`src/rtl/slc3_seq_alu.sv`:
```
// ============================================================================
// Module   : slc3_seq_alu
// Brief    : Handshake-driven SLC3 ALU with shifts, registered NZP codes and
//            an optional iterative multiply enabled by SLC3_ALU_MUL_EN.
// Revision : 1.0
// ============================================================================
`default_nettype none

module slc3_seq_alu #(
    parameter int WIDTH = 16,
    parameter int IMM_W = 5
) (
    input  logic             Clk,
    input  logic             Reset,
    input  logic             start,
    input  logic [2:0]       op,
    input  logic             imm_sel,
    input  logic [IMM_W-1:0] imm,
    input  logic [WIDTH-1:0] sr1_val,
    input  logic [WIDTH-1:0] sr2_val,
    output logic             busy,
    output logic             done,
    output logic             ill_op,
    output logic [WIDTH-1:0] result,
    output logic [2:0]       nzp
);

    localparam int         c_SH_W   = $clog2(WIDTH);
    localparam logic [2:0] c_OP_MUL = 3'b111;
    localparam logic [2:0] c_NZP_Z  = 3'b010;

    logic [WIDTH-1:0]  w_b;
    logic [c_SH_W-1:0] w_shamt;
    logic [WIDTH-1:0]  w_alu;
    logic [WIDTH-1:0]  r_result;
    logic [2:0]        r_nzp;
    logic              r_done;

    function automatic logic [2:0] f_nzp(input logic [WIDTH-1:0] v);
        if (v[WIDTH-1])    return 3'b100;
        else if (v == '0)  return 3'b010;
        else               return 3'b001;
    endfunction

    assign w_b     = imm_sel ? {{(WIDTH-IMM_W){imm[IMM_W-1]}}, imm} : sr2_val;
    assign w_shamt = w_b[c_SH_W-1:0];

    // Single-cycle datapath; MUL falls to zero here and is handled separately
    always_comb begin
        w_alu = '0;
        case (op)
            3'b000:  w_alu = sr1_val;
            3'b001:  w_alu = sr1_val & w_b;
            3'b010:  w_alu = ~sr1_val;
            3'b011:  w_alu = sr1_val + w_b;
            3'b100:  w_alu = sr1_val << w_shamt;
            3'b101:  w_alu = sr1_val >> w_shamt;
            3'b110:  w_alu = WIDTH'($signed(sr1_val) >>> w_shamt);
            default: w_alu = '0;
        endcase
    end

`ifdef SLC3_ALU_MUL_EN
    typedef enum logic [1:0] {
        S_IDLE = 2'd0,
        S_MULT = 2'd1,
        S_FIN  = 2'd2
    } state_t;

    state_t            r_state;
    state_t            w_next;
    logic [WIDTH-1:0]  r_acc;
    logic [WIDTH-1:0]  r_mcand;
    logic [WIDTH-1:0]  r_mplier;
    logic [c_SH_W-1:0] r_count;

    always_comb begin
        w_next = r_state;
        busy   = 1'b0;
        case (r_state)
            S_IDLE: if (start && op == c_OP_MUL) w_next = S_MULT;
            S_MULT: begin
                busy = 1'b1;
                if (r_count == c_SH_W'(WIDTH-1)) w_next = S_FIN;
            end
            S_FIN: begin
                busy   = 1'b1;
                w_next = S_IDLE;
            end
            default: w_next = S_IDLE;
        endcase
    end

    always_ff @(posedge Clk) begin
        if (Reset) begin
            r_state  <= S_IDLE;
            r_result <= '0;
            r_nzp    <= c_NZP_Z;
            r_done   <= 1'b0;
            r_acc    <= '0;
            r_mcand  <= '0;
            r_mplier <= '0;
            r_count  <= '0;
        end else begin
            r_state <= w_next;
            r_done  <= 1'b0;
            case (r_state)
                S_IDLE: begin
                    if (start) begin
                        if (op == c_OP_MUL) begin
                            r_acc    <= '0;
                            r_mcand  <= sr1_val;
                            r_mplier <= w_b;
                            r_count  <= '0;
                        end else begin
                            r_result <= w_alu;
                            r_nzp    <= f_nzp(w_alu);
                            r_done   <= 1'b1;
                        end
                    end
                end
                S_MULT: begin
                    if (r_mplier[0]) r_acc <= r_acc + r_mcand;
                    r_mcand  <= r_mcand << 1;
                    r_mplier <= r_mplier >> 1;
                    r_count  <= r_count + 1'b1;
                end
                S_FIN: begin
                    r_result <= r_acc;
                    r_nzp    <= f_nzp(r_acc);
                    r_done   <= 1'b1;
                end
                default: ;
            endcase
        end
    end

    assign ill_op = 1'b0;
`else
    logic r_ill_op;

    always_ff @(posedge Clk) begin
        if (Reset) begin
            r_result <= '0;
            r_nzp    <= c_NZP_Z;
            r_done   <= 1'b0;
            r_ill_op <= 1'b0;
        end else begin
            r_done   <= start;
            r_ill_op <= start && (op == c_OP_MUL);
            if (start) begin
                r_result <= w_alu;
                r_nzp    <= f_nzp(w_alu);
            end
        end
    end

    assign busy   = 1'b0;
    assign ill_op = r_ill_op;
`endif

    assign done   = r_done;
    assign result = r_result;
    assign nzp    = r_nzp;

endmodule

`default_nettype wire
```
`config.mk`:
```
export PLATFORM = sky130hd
export DESIGN_NAME = slc3_seq_alu
export DESIGN_NICKNAME = d
export VERILOG_FILES = /design/src/rtl/slc3_seq_alu.sv
export SDC_FILE = /design/constraint.sdc
export NUM_CORES = 1
export LEC_CHECK = 0
export ABC_AREA = 1
export CORE_AREA = 2 2 85 87
export CTS_CLUSTER_DIAMETER = 30
export DETAILED_ROUTE_END_ITERATION = 8
export DIE_AREA = 0 0 87 89
export GPL_TIMING_DRIVEN = 0
export HOLD_SLACK_MARGIN = 0.02
export PLACE_DENSITY = 0.87
export SLEW_MARGIN = 30
export SYNTH_ARGS = -nofsm -noshare
export SYNTH_HDL_FRONTEND = slang
export SYNTH_SLANG_ARGS = --single-unit
```
`constraint.sdc`:
```
create_clock -name Clk -period 4.73 [get_ports Clk]
set_input_delay 1.1825 -clock Clk [delete_from_list [all_inputs] [get_ports Clk]]
set_output_delay 1.1825 -clock Clk [all_outputs]
set_load 0.03 [all_outputs]
```
==> results.md, run 1 <==
Pwr:
- The maximum vdd drop is 145 uV.
- The switching part of the total power is 48.5%.
- The clock power share is 14.3%.
- The cell-internal power is 0.459 mW.
- The portion of total power attributed to sequential cells is 21.1%.
- The leakage dissipation is 2.62 nW.
- Of the total power, combinational logic draws 64.5%.
- The switching power of the nets is 0.432 mW.
- The power per unit of standard cell area is 186 nW/um^2.

Floorplan:
- The region available for standard cell placement spans 6720 sq um.
- The y dimension of the die is 89 microns.
- The floorplan die width is 87 microns.
- The count of standard-cell rows is 30.
- In this run the count of I/O pins placed on the die edge is 66.
- The die area is 7740 sq um.
- The effective utilization at floorplan is 59.8%.

Timing:
- The period utilization is 95.0%.
- Setup repair after global routing left no endpoint under its margin.
- The clock arrives with 0 ps of skew.
- The final number of max-transition violations is 0.
- The final setup TNS is 0 ps.
- For this run, the top clock speed supported by timing is 222 MHz.
- The final hold violation count came to 0.
- The number of endpoints failing setup at the final stage is 0.
- The worst path needs 4500 ps of the cycle, external delays included.

Detailed routing:
- The total number of vias is 5,592.
- The first detailed-routing pass took 6 iterations.
- The post-route antenna net violation count is 0.
- Wires add up to 14,500 microns.
- The number of DRC markers after the initial detailed-route iteration is 780.
- The routed length per instance is 15.6 microns.
- The number of remaining DRC errors is 0.
- Using the TritonRoute via totals, the vias-per-cell ratio works out to 6.03.

Logic synthesis:
- The unique cell type count in the Yosys netlist is 35.
- Synthesis inferred 20 register bits.
- The commonest register cell after synthesis is dfxtp_1.
- Yosys attributes the largest share of cell area to nand2_1, nand3_1, dfxtp_1.
- The largest area contributor in the synthesized netlist is nand2_1.
- By count the netlist is led by nand2_1, nand3_1, inv_1.
- After synthesis, the share of flip-flops with an asynchronous set or reset is 0%.
- Summing the sequential cell areas from Yosys gives 9.97% of the chip area.
- The number of nets handed over by synthesis was 844.
- The portion of synthesized cell area occupied by the leading cell type is 23.7%.
- After synthesis, the mean cell area works out to 5.15 sq um.
- The synthesized design contains 0 enable-type register cells.
- The cell area after synthesis is 4020 sq um.
- The cell with the most instances after synthesis is nand2_1.
- The cell count after synthesis is 780.
- The Yosys step of the flow raised 0 warnings.

Status:
- The flow ran to the end, and the final reports show no timing, DRC or antenna violations.

Global route:
- The first global-routing pass estimated 23,100 microns of wire.
- The global-route congestion overflow total is 0.
- The number of antenna violations at the first check in global routing came to 0.
- The via count of the first global-routing pass was 4,939.
- The all-layer global routing usage is 37.5%.
- Entering global routing, the biggest net connects 12 pins.

Finish:
- The net count of the finished layout is 912.
- The design area is 4800 sq um.
- Of the cells placed in the final design, the portion with a size suffix greater than 1 is 6.02%.
- The area growth from synthesis to layout is 19.6%.
- Counting the fill cells in the layout gives 632.
- The repair_antennas step left the layout with diodes totalling 0.

Worst setup path:
- The maximum net fanout on the critical path is 10.
- The worst setup path is of the in -> reg kind.
- The critical path startpoint category is an input pin.
- The endpoint type of the worst setup path is a flop.
- The data arrival time of the worst path is 4620 ps.
- STA puts the critical path data required time at 4860 ps.

Placed design:
- Routability-driven placement finished with a final weighted congestion of 1.08.
- The instance area after placement is 4750 sq um.
- The half-perimeter wire length after placement is 11,800 microns.
- The number of input and output port buffers inserted is 63.

Clock tree:
- The maximum level of the CTS H-tree is 1.
- The clock tree from TritonCTS is done.
- The tree is rooted in a clkbuf_8.
- Post-CTS timing repair inserted 0 buffers for setup.
- The clock transition at the register clock pins on the worst setup and hold paths after CTS is 70 ps.
- The maximum clock insertion buffer count is 2.
- Clock latency on the worst-skew pair, taken at its later pin, is 250 ps.
- The CTS sink count is 20.
- The number of clock buffers inserted by TritonCTS is 3.

Flow run:
- The number of max-cap violations is 0.

Min path:
- The worst hold path belongs to the class reg -> reg.
==> flip-flops by register name, indices dropped and copies added, names as in the netlist <==
register	count
done	1
ill_op	1
nzp	2
result	16
==> cells by family after synthesis <==
kind of cell,Yosys count,share of synthesized area (%)
and+or+nand+nor,535,58.2
buffers and inverters,127,13.6
AOI/OAI and AO/OA,77,11.7
adders and majority gates,20,6.42
DFF,20,9.97
other,1,0.0934
==> cells in the final DEF, fill, tap and decap left out, types with 4 or more instances in the layout <==
cell and instances:
dfxtp_1 20, buf_2 10, buf_6 5, nand3_1 177, buf_4 5, clkbuf_8 4, inv_2 7, nand2_1 252
nor2_1 69, o21ai_1 6, nand2_2 8, o22ai_1 8, nand3b_1 7, a21oi_1 31, inv_1 89, o21ai_0 14
clkdlybuf4s50_1 63, o211ai_1 9, clkbuf_1 10, nand4_1 5, ha_1 19, nor3_1 7
==> per-layer routing <==
layer | global-route usage [%] | wire, microns | vias up
met2 | 61.4 | 6270 | 424
met1 | 49.3 | 5870 | 2424
met3 | 6.46 | 1700 | 63
li1 | - | - | 2681
met4 | 14.1 | 649 | 0
met5 | 0 | 0 | -
==> power by group through the flow <==
| stage | Combinational [mW] | Sequential (mW) | Clock (mW) |
|---|---|---|---|
| 2_1_floorplan | 0.352 | 0.218 | 0 |
| 3_3_place_gp | 0.544 | 0.192 | 0 |
| 3_5_place_dp | 0.553 | 0.192 | 0 |
| 4_1_cts | 0.555 | 0.188 | 0.131 |
| 5_1_grt | 0.628 | 0.189 | 0.137 |
| 6_report | 0.575 | 0.188 | 0.128 |
==> per-stage QoR <==
stage	util, %	hold slack, ps	setup slack [ps]	std cells	total power, mW
final	71.5	471	235	927	0.892
after global routing	71.5	501	17.3	927	0.954
after CTS	71.5	475	299	927	0.874
after detailed placement	70.6	465	32.4	923	0.745
after global placement	70.6	456	126	923	0.736
after floorplan	-	591	1160	780	0.570
==> what timing repair did <==
| action | in CTS | in global routing |
|---|---|---|
| hold buffers | 0 | 0 |
| gates resized for setup | 0 | 2 |
| setup endpoints to repair | 0 | 1 |
==> layout make-up <==
class                   instances  area (sq um)  share of cell area [%]
multi-input cells             633          3070                    63.9
repair buffers                 63           631                    13.1
flip-flops and latches         20           400                    8.34
inverters                      97           364                    7.58
plain buffers                  30           181                    3.78
well taps                      80           100                    2.08
clock buffers                   4          55.1                    1.15
==> final timing paths <==
kind / from / to / cells past startpoint / slack [ps]
hold / removal: nzp[0] / nzp[0] / 2 / 470
setup reg to reg: result[5] / result[5] / 4 / 4030
setup / recovery: imm_sel / nzp[0] / 22 / 230
hold reg to reg: nzp[0] / nzp[0] / 2 / 470
==> critical path, stage by stage <==
cell and delay [ps]:
clkdlybuf4s50_1 450, buf_6 180, o21ai_4 360, inv_1 120, buf_2 200, buf_2 210
ha_1 380, nand3_1 140, nand2_2 140, nand2_1 80, nand2_1 130, nand2_1 70
nand3_1 70, nand2_1 100, nor2_1 180, nand2_1 100, nor2_1 90, nand2_1 50
nor2_1 150, nand3_1 110, nand2_1 70, a21oi_1 50
No activity file was read; power rests on OpenSTA's default activity.
==> run 2, diff against run 1 <==
--- a/config.mk
+++ b/config.mk
@@ -13,6 +13,7 @@
 export GPL_TIMING_DRIVEN = 0
 export HOLD_SLACK_MARGIN = 0.02
 export PLACE_DENSITY = 0.87
+export SKIP_CTS_REPAIR_TIMING = 1
 export SLEW_MARGIN = 30
 export SYNTH_ARGS = -nofsm -noshare
 export SYNTH_HDL_FRONTEND = slang
==> results of run 2 <==
Final layout, timing and power as in run 1 (identical DEF).
==> run 3, diff against run 2 <==
--- a/config.mk
+++ b/config.mk
@@ -11,8 +11,8 @@
 export DETAILED_ROUTE_END_ITERATION = 8
 export DIE_AREA = 0 0 87 89
 export GPL_TIMING_DRIVEN = 0
-export HOLD_SLACK_MARGIN = 0.02
-export PLACE_DENSITY = 0.87
+export HOLD_SLACK_MARGIN = 0.06
+export PLACE_DENSITY = 0.85
 export SKIP_CTS_REPAIR_TIMING = 1
 export SLEW_MARGIN = 30
 export SYNTH_ARGS = -nofsm -noshare
==> run 3 against run 2 <==
Against the previous run:
- die area unchanged
- critical endpoint unchanged
- largest cell class unchanged
- critical path type unchanged
- utilization rose by 0.19 points
- setup slack better by 87 ps
- final cell count stayed put
- power increased by 0.75%
- flip-flop and latch count unchanged
==> results.md, run 3 (synthesis gave the netlist of run 1 again) <==
Placed design:
- The half-perimeter wire length after placement is 11,700 microns (-0.92%).
- The number of input and output port buffers inserted came to 63 (unchanged).
- The routability congestion estimate is 1.08 (-0.61%).
- The post-placement setup slack is 37.8 ps (+5.37 ps).

Worst setup path:
- STA classifies the critical path endpoint as a flop.
- The count of buffering cells on the critical path with inverters included came to 5 (unchanged).
- The delay of the slowest cell on the worst path is 500 ps (+50 ps).
- In this run the critical register-to-register path is launched from result[7].
- The data arrival time of the worst path was 4540 ps (-80 ps).
- The worst endpoint required time is 4870 ps (about the same).
- The library cell appearing most often on the critical path is nand2_1.
- By startpoint and endpoint, the worst setup path is classified as in -> reg.
- Traced cell by cell, the critical path runs through clkdlybuf4s50_1, buf_6, nand2_4, nand2_4, buf_6, ha_1, inv_1, fa_1, inv_1, nand3_1, nand2_2, nand2_1, nand2_1, nand2_1, nand3_1, nand2_1, nor2_1, nand2_1, nor2_1, nand2_1, nor2_1, nand3_1, nand2_1, a21oi_1.
- The slowest cell on the critical path is clkdlybuf4s50_1.
- The logic depth of the worst setup path including buffers is 24 (+9.1%).
- The maximum net fanout on the critical path is 10 (unchanged).
- The worst setup path is launched from an input pin.
- The endpoint identified for the worst register-to-register timing path is result[7].
- The number of cells traversed by the worst register-to-register path is 4 (unchanged).
- The kind of cell with the highest combined delay along the critical path is simple AND/OR/NAND/NOR gates.
- The setup slack of the most critical reg-to-reg path is 4020 ps (about the same).

Detailed routing:
- The number of DRC markers after the initial detailed-route iteration is 698 (-11%).
- The total routed wirelength came to 14,500 microns (about the same).
- The number of remaining DRC errors was 0 (unchanged).
- The routed length per instance came to 15.6 microns (about the same).
- The vias per cell was 6.08 (+0.75%).
- The post-route antenna net violation count was 0 (unchanged).
- The total number of vias is 5,634 (+0.75%).
- The iteration count of the initial detailed-routing pass is 8 (+2).

Clock tree:
- TritonCTS built the clock tree.
- The insertion delay of the later-clocked pin in the worst-skew pair was 260 ps (about the same).
- The clock transition at the register clock pins on the worst setup and hold paths after CTS is 70 ps (about the same).
- The number of clock buffers inserted by TritonCTS is 3 (unchanged).
- The maximum clock insertion buffer count is 2 (unchanged).
- The maximum level of the CTS H-tree came to 1 (unchanged).
- The CTS sink count was 20 (unchanged).
- The clock root buffer is clkbuf_8.

Floorplan:
- The count of standard-cell rows was 30 (unchanged).
- The y dimension of the die is 89 microns (unchanged).
- The die area is 7740 sq um (unchanged).
- The area of the core is 6720 sq um (unchanged).
- The top-level I/O count came to 66 (unchanged).
- The floorplan die width came to 87 microns (unchanged).
- The effective utilization at floorplan is 59.8% (unchanged).

Global route:
- The wire length of the first global-routing pass was 23,500 microns (+1.9%).
- The all-layer global routing usage is 37.9% (+0.48 points).
- The via count of the first global-routing pass is 5,036 (+2.0%).
- The global-route congestion overflow total came to 0 (unchanged).
- The number of antenna violations at the first check in global routing came to 0 (unchanged).
- The largest net degree at the start of global routing came to 12 (unchanged).

Finish:
- From synthesis to final layout, the design area changed by 19.9%.
- The share of layout cells above drive strength 1 was 6.14% (+0.12 points).
- The net count of the finished layout is 912 (unchanged).
- The multi-input logic area was 3080 sq um (+0.41%).
- The flip-flop count of the largest register, all copies and words added is 16 (unchanged).
- The number of filler instances in the final layout is 631 (-0.16%).
- Leaving out fill and tap cells, the most frequent cells in the layout are nand2_1, nand3_1, inv_1, nor2_1, clkdlybuf4s50_1.
- Leaving out fill and tap cells, the most frequent cell in the layout is nand2_1.
- The sequential standard cell area is 400 sq um (unchanged).
- The antenna diode instance count came to 0 (unchanged).

Status:
- The flow ran to the end, and the final reports show no timing, DRC or antenna violations.

Min path:
- The startpoint of the tightest hold check path is nzp[0].
- The number of stages on the worst hold path was 2 (unchanged).
- The endpoint with the worst hold slack is nzp[0].
- The class of the tightest hold or removal check is reg -> reg.

Timing:
- The number of endpoints failing setup at the final stage is 0 (unchanged).
- The slack of the critical path is 321 ps (+86.7 ps).
- The final setup TNS came to 0 ps (unchanged).
- The worst-case clock skew came to 0 ps (unchanged).
- Setup repair after global routing left no endpoint under its margin.
- The final hold violation count is 0 (unchanged).
- The final number of max-transition violations is 0 (unchanged).
- The period utilization is 93.2% (-1.8 points).
- The maximum clock frequency came to 227 MHz (+2.0%).
- The final critical path time including I/O delays and setup is 4410 ps (-86.7 ps).

Pwr:
- The leakage dissipation came to 2.63 nW (about the same).
- The maximum vdd drop is 131 uV (-9.3%).
- The power per unit of standard cell area is 187 nW/um^2 (+0.49%).

Flow run:
- The number of max-cap violations is 0 (unchanged).
[run 3: cell counts in the layout (fill, tap and decap cells not counted)]
Identical to the previous run, type by type.
[run 3: metrics by stage]
step	hold WS (ps)	instance area [sq um]	total power, mW	cells	utilization [%]
after floorplan	591	4020	0.570	780	-
after global placement	455	4750	0.735	923	70.6
after detailed placement	469	4750	0.745	923	70.6
after CTS	480	4800	0.878	927	71.5
after global routing	513	4820	0.963	927	71.7
final	475	4820	0.898	927	71.7
[run 3: metal layers]
metal  vias to the layer above  global-route usage [%]  part of all wire (%)
li1                       2687                       -                     -
met1                      2408                    48.8                    39
met2                       455                    60.2                    42
met3                        84                    9.23                    14
met4                         0                    17.2                   5.2
met5                         -                       0                     0
[run 3: worst max-delay path by stage]
stage                         to  startpoint
final                     nzp[0]     imm_sel
after global routing      nzp[0]     imm_sel
after CTS                 nzp[0]     imm_sel
after detailed placement  nzp[0]     imm_sel
after global placement    nzp[0]     imm_sel
after floorplan           nzp[0]     imm_sel
[run 3: final cells by class]
cell class | count | share of cell area (%)
tap | 80 | 2.08
buffer | 30 | 3.77
sequential | 20 | 8.31
timing repair buffer | 63 | 13.1
inverter | 97 | 7.56
clock buffer | 4 | 1.14
multi-input combinational | 633 | 64.0
[run 3: tightest hold or removal path, stage by stage, from the launching register on]
cell and delay, ps:
dfxtp_1 310, nand2_1 60, a21oi_1 60
[run 3: report_power, final]
part           switching, mW  internal [mW]  leakage [nW]  total, mW
clock network         0.0570         0.0742        0.0288      0.131
registers            0.00691          0.182         0.166      0.189
logic                  0.373          0.205          2.43      0.578
total                  0.437          0.461          2.63      0.898
==> variant: new RTL, flow settings as in run 2 <==
`WIDTH`: 16 -> 8.
--- a/src/rtl/slc3_seq_alu.sv
+++ b/src/rtl/slc3_seq_alu.sv
@@ -9,3 +9,3 @@
 module slc3_seq_alu #(
-    parameter int WIDTH = 16,
+    parameter int WIDTH = 8,
     parameter int IMM_W = 5
Ports: changed (resized result, sr1_val and sr2_val); port bits go from 66 to 42. No check against the original RTL was run, so the function may have changed too.
==> variant against run 2 <==
- area after synthesis decreased by 54%
- worst setup slack improved by 930 ps
- total power decreased by 47%
- sequential cell count decreased by 8
- register-to-register slack got worse by 40 ps
- cell area decreased by 50%
- first-iteration DRC count decreased by 77%
- routed wire length decreased by 59%
- critical path type unchanged
- largest cell class unchanged
- highest routed layer unchanged
==> variant: results (changes against run 2) <==
{| class="wikitable"
! Metric !! Value
|-
| Result of the run || finished clean (unchanged)
|-
| Via count || 2339 (was 5592)
|-
| Seq/Total Area, Yosys || 0.1291 (was 0.09972)
|-
| Slack of the worst reg-to-reg path || 3990 ps (was 4030 ps)
|-
| Top area cells in the synthesized netlist || nand2_1 23%, nand3_1 15%, dfxtp_1 13%, inv_1 9.3%, nor2_1 7.7% (was nand2_1 24%, nand3_1 22%, dfxtp_1 10%, inv_1 8.4%, nor2_1 6.5%)
|-
| Most frequent cells after synthesis || 112 x nand2_1, 54 x nand3_1, 46 x inv_1 (was 253 x nand2_1, 177 x nand3_1, 90 x inv_1)
|-
| Global Route Usage Sum || 0.1572 (was 0.3746)
|-
| HPWL reported at the end of detailed placement || 4.946 mm (was 11.85 mm)
|-
| Synthesized net count || 383 (was 844)
|-
| Delay contributed by the slowest stage of the critical path || 540 ps (was 450 ps)
|-
| Drt pass-1 iters || 4 (was 6)
|-
| Crit Reg-Reg Endpoint || result[7]$_SDFFE_PP0P_ (was result[5]$_SDFFE_PP0P_)
|-
| Number of unique standard cell types used by synthesis || 33 (was 35)
|-
| Antenna-violating nets left || 0 (unchanged)
|-
| WHS Endpoint || result[2]$_SDFFE_PP0P_ (was nzp[0]$_SDFFE_PP0P_)
|-
| Startpoint of the lowest-slack hold path || result[2]$_SDFFE_PP0P_ (was nzp[0]$_SDFFE_PP0P_)
|-
| Via density per instance || 4.998 (was 6.032)
|-
| Largest fanout on the critical path || 8 (was 10)
|-
| Largest net degree at the start of global routing || 11 (was 12)
|-
| Total cell area at the placement stage || 2351 sq um (was 4746 sq um)
|-
| Share of cells above drive strength 1 || 0.06443 (was 0.06021)
|-
| First-pass GRT wire length || 9.770 mm (was 23.10 mm)
|-
| Peak supply drop || 78.94 uV (was 144.6 uV)
|-
| Initial antenna violation count || 0 (unchanged)
|-
| Number of port buffers || 39 (was 63)
|-
| Clock-pin transition on the worst setup and hold timing paths || 50 ps (was 70 ps)
|-
| CP arrival || 3700 ps (was 4620 ps)
|-
| Number of placed cells counting well taps || 464 (was 923)
|-
| Synthesized netlist cell count || 345 (was 780)
|-
| Main flop type after synthesis || dfxtp_1 (unchanged)
|-
| Slowest stage cell on the critical path || clkdlybuf4s50_1 (unchanged)
|-
| Initial DRC Count || 179 (was 780)
|-
| Worst reg2reg startpoint || result[7]$_SDFFE_PP0P_ (was result[5]$_SDFFE_PP0P_)
|-
| Leakage component of the power || 1.263 nW (was 2.625 nW)
|-
| Layout filler cell count || 710 (was 632)
|-
| Number of flip-flops under the largest register name || 8 (was 16)
|}
-- variant: changes by cell type after synthesis, moves of 10 or more --
| cell | delta |
|---|---|
| nor2_1 | -31 |
| a21oi_1 | -18 |
| clkbuf_1 | -10 |
| nand2_1 | -141 |
| nand3_1 | -123 |
| inv_1 | -44 |
| ha_1 | -10 |
-- variant: kinds of logic after synthesis --
| family | after synthesis | share of synthesized area |
|---|---|---|
| fa+ha+maj | 10 | 0.07129 |
| compound gates | 40 | 0.1190 |
| flops | 12 | 0.1291 |
| buf+inv | 58 | 0.1453 |
| other cells | 1 | 0.002016 |
| simple gates | 224 | 0.5333 |
-- variant: routing by layer --
metal | up-vias | global-route usage | wire [um]
li1 | 1193 | - | -
met1 | 1035 | 0.1692 | 2414
met2 | 88 | 0.2901 | 2908
met3 | 23 | 0.02401 | 371
met4 | 0 | 0.09375 | 280
met5 | - | 0 | 0
-- variant: cell type report --
cell class                 count  area, sq um  area share
inverter                      50        200.2     0.08320
timing repair buffer          39        390.4      0.1622
buffer                         8        70.07     0.02912
tap                           80        100.1     0.04160
clock buffer                   4        55.05     0.02288
multi-input combinational    275         1350      0.5611
sequential                    12        240.2     0.09984
-- variant: where the power goes --
group,switching (mW),total [mW],internal (mW)
clock,0.0385,0.112,0.0736
combinational,0.150,0.245,0.0950
sequential,0.00393,0.113,0.109
-- variant: through the flow --
stage / util / power (mW) / worst slack [ps] / hold WS [ps]
6_report: 0.3581 / 0.4701 / 1166 / 487.0
4_1_cts: 0.3581 / 0.4690 / 1198 / 493.2
3_3_place_gp: 0.3499 / 0.3510 / 1007 / 476.4
5_1_grt: 0.3581 / 0.5040 / 892.9 / 535.3
3_5_place_dp: 0.3499 / 0.3561 / 947.0 / 480.9
2_1_floorplan: - / 0.2743 / 1625 / 647.6
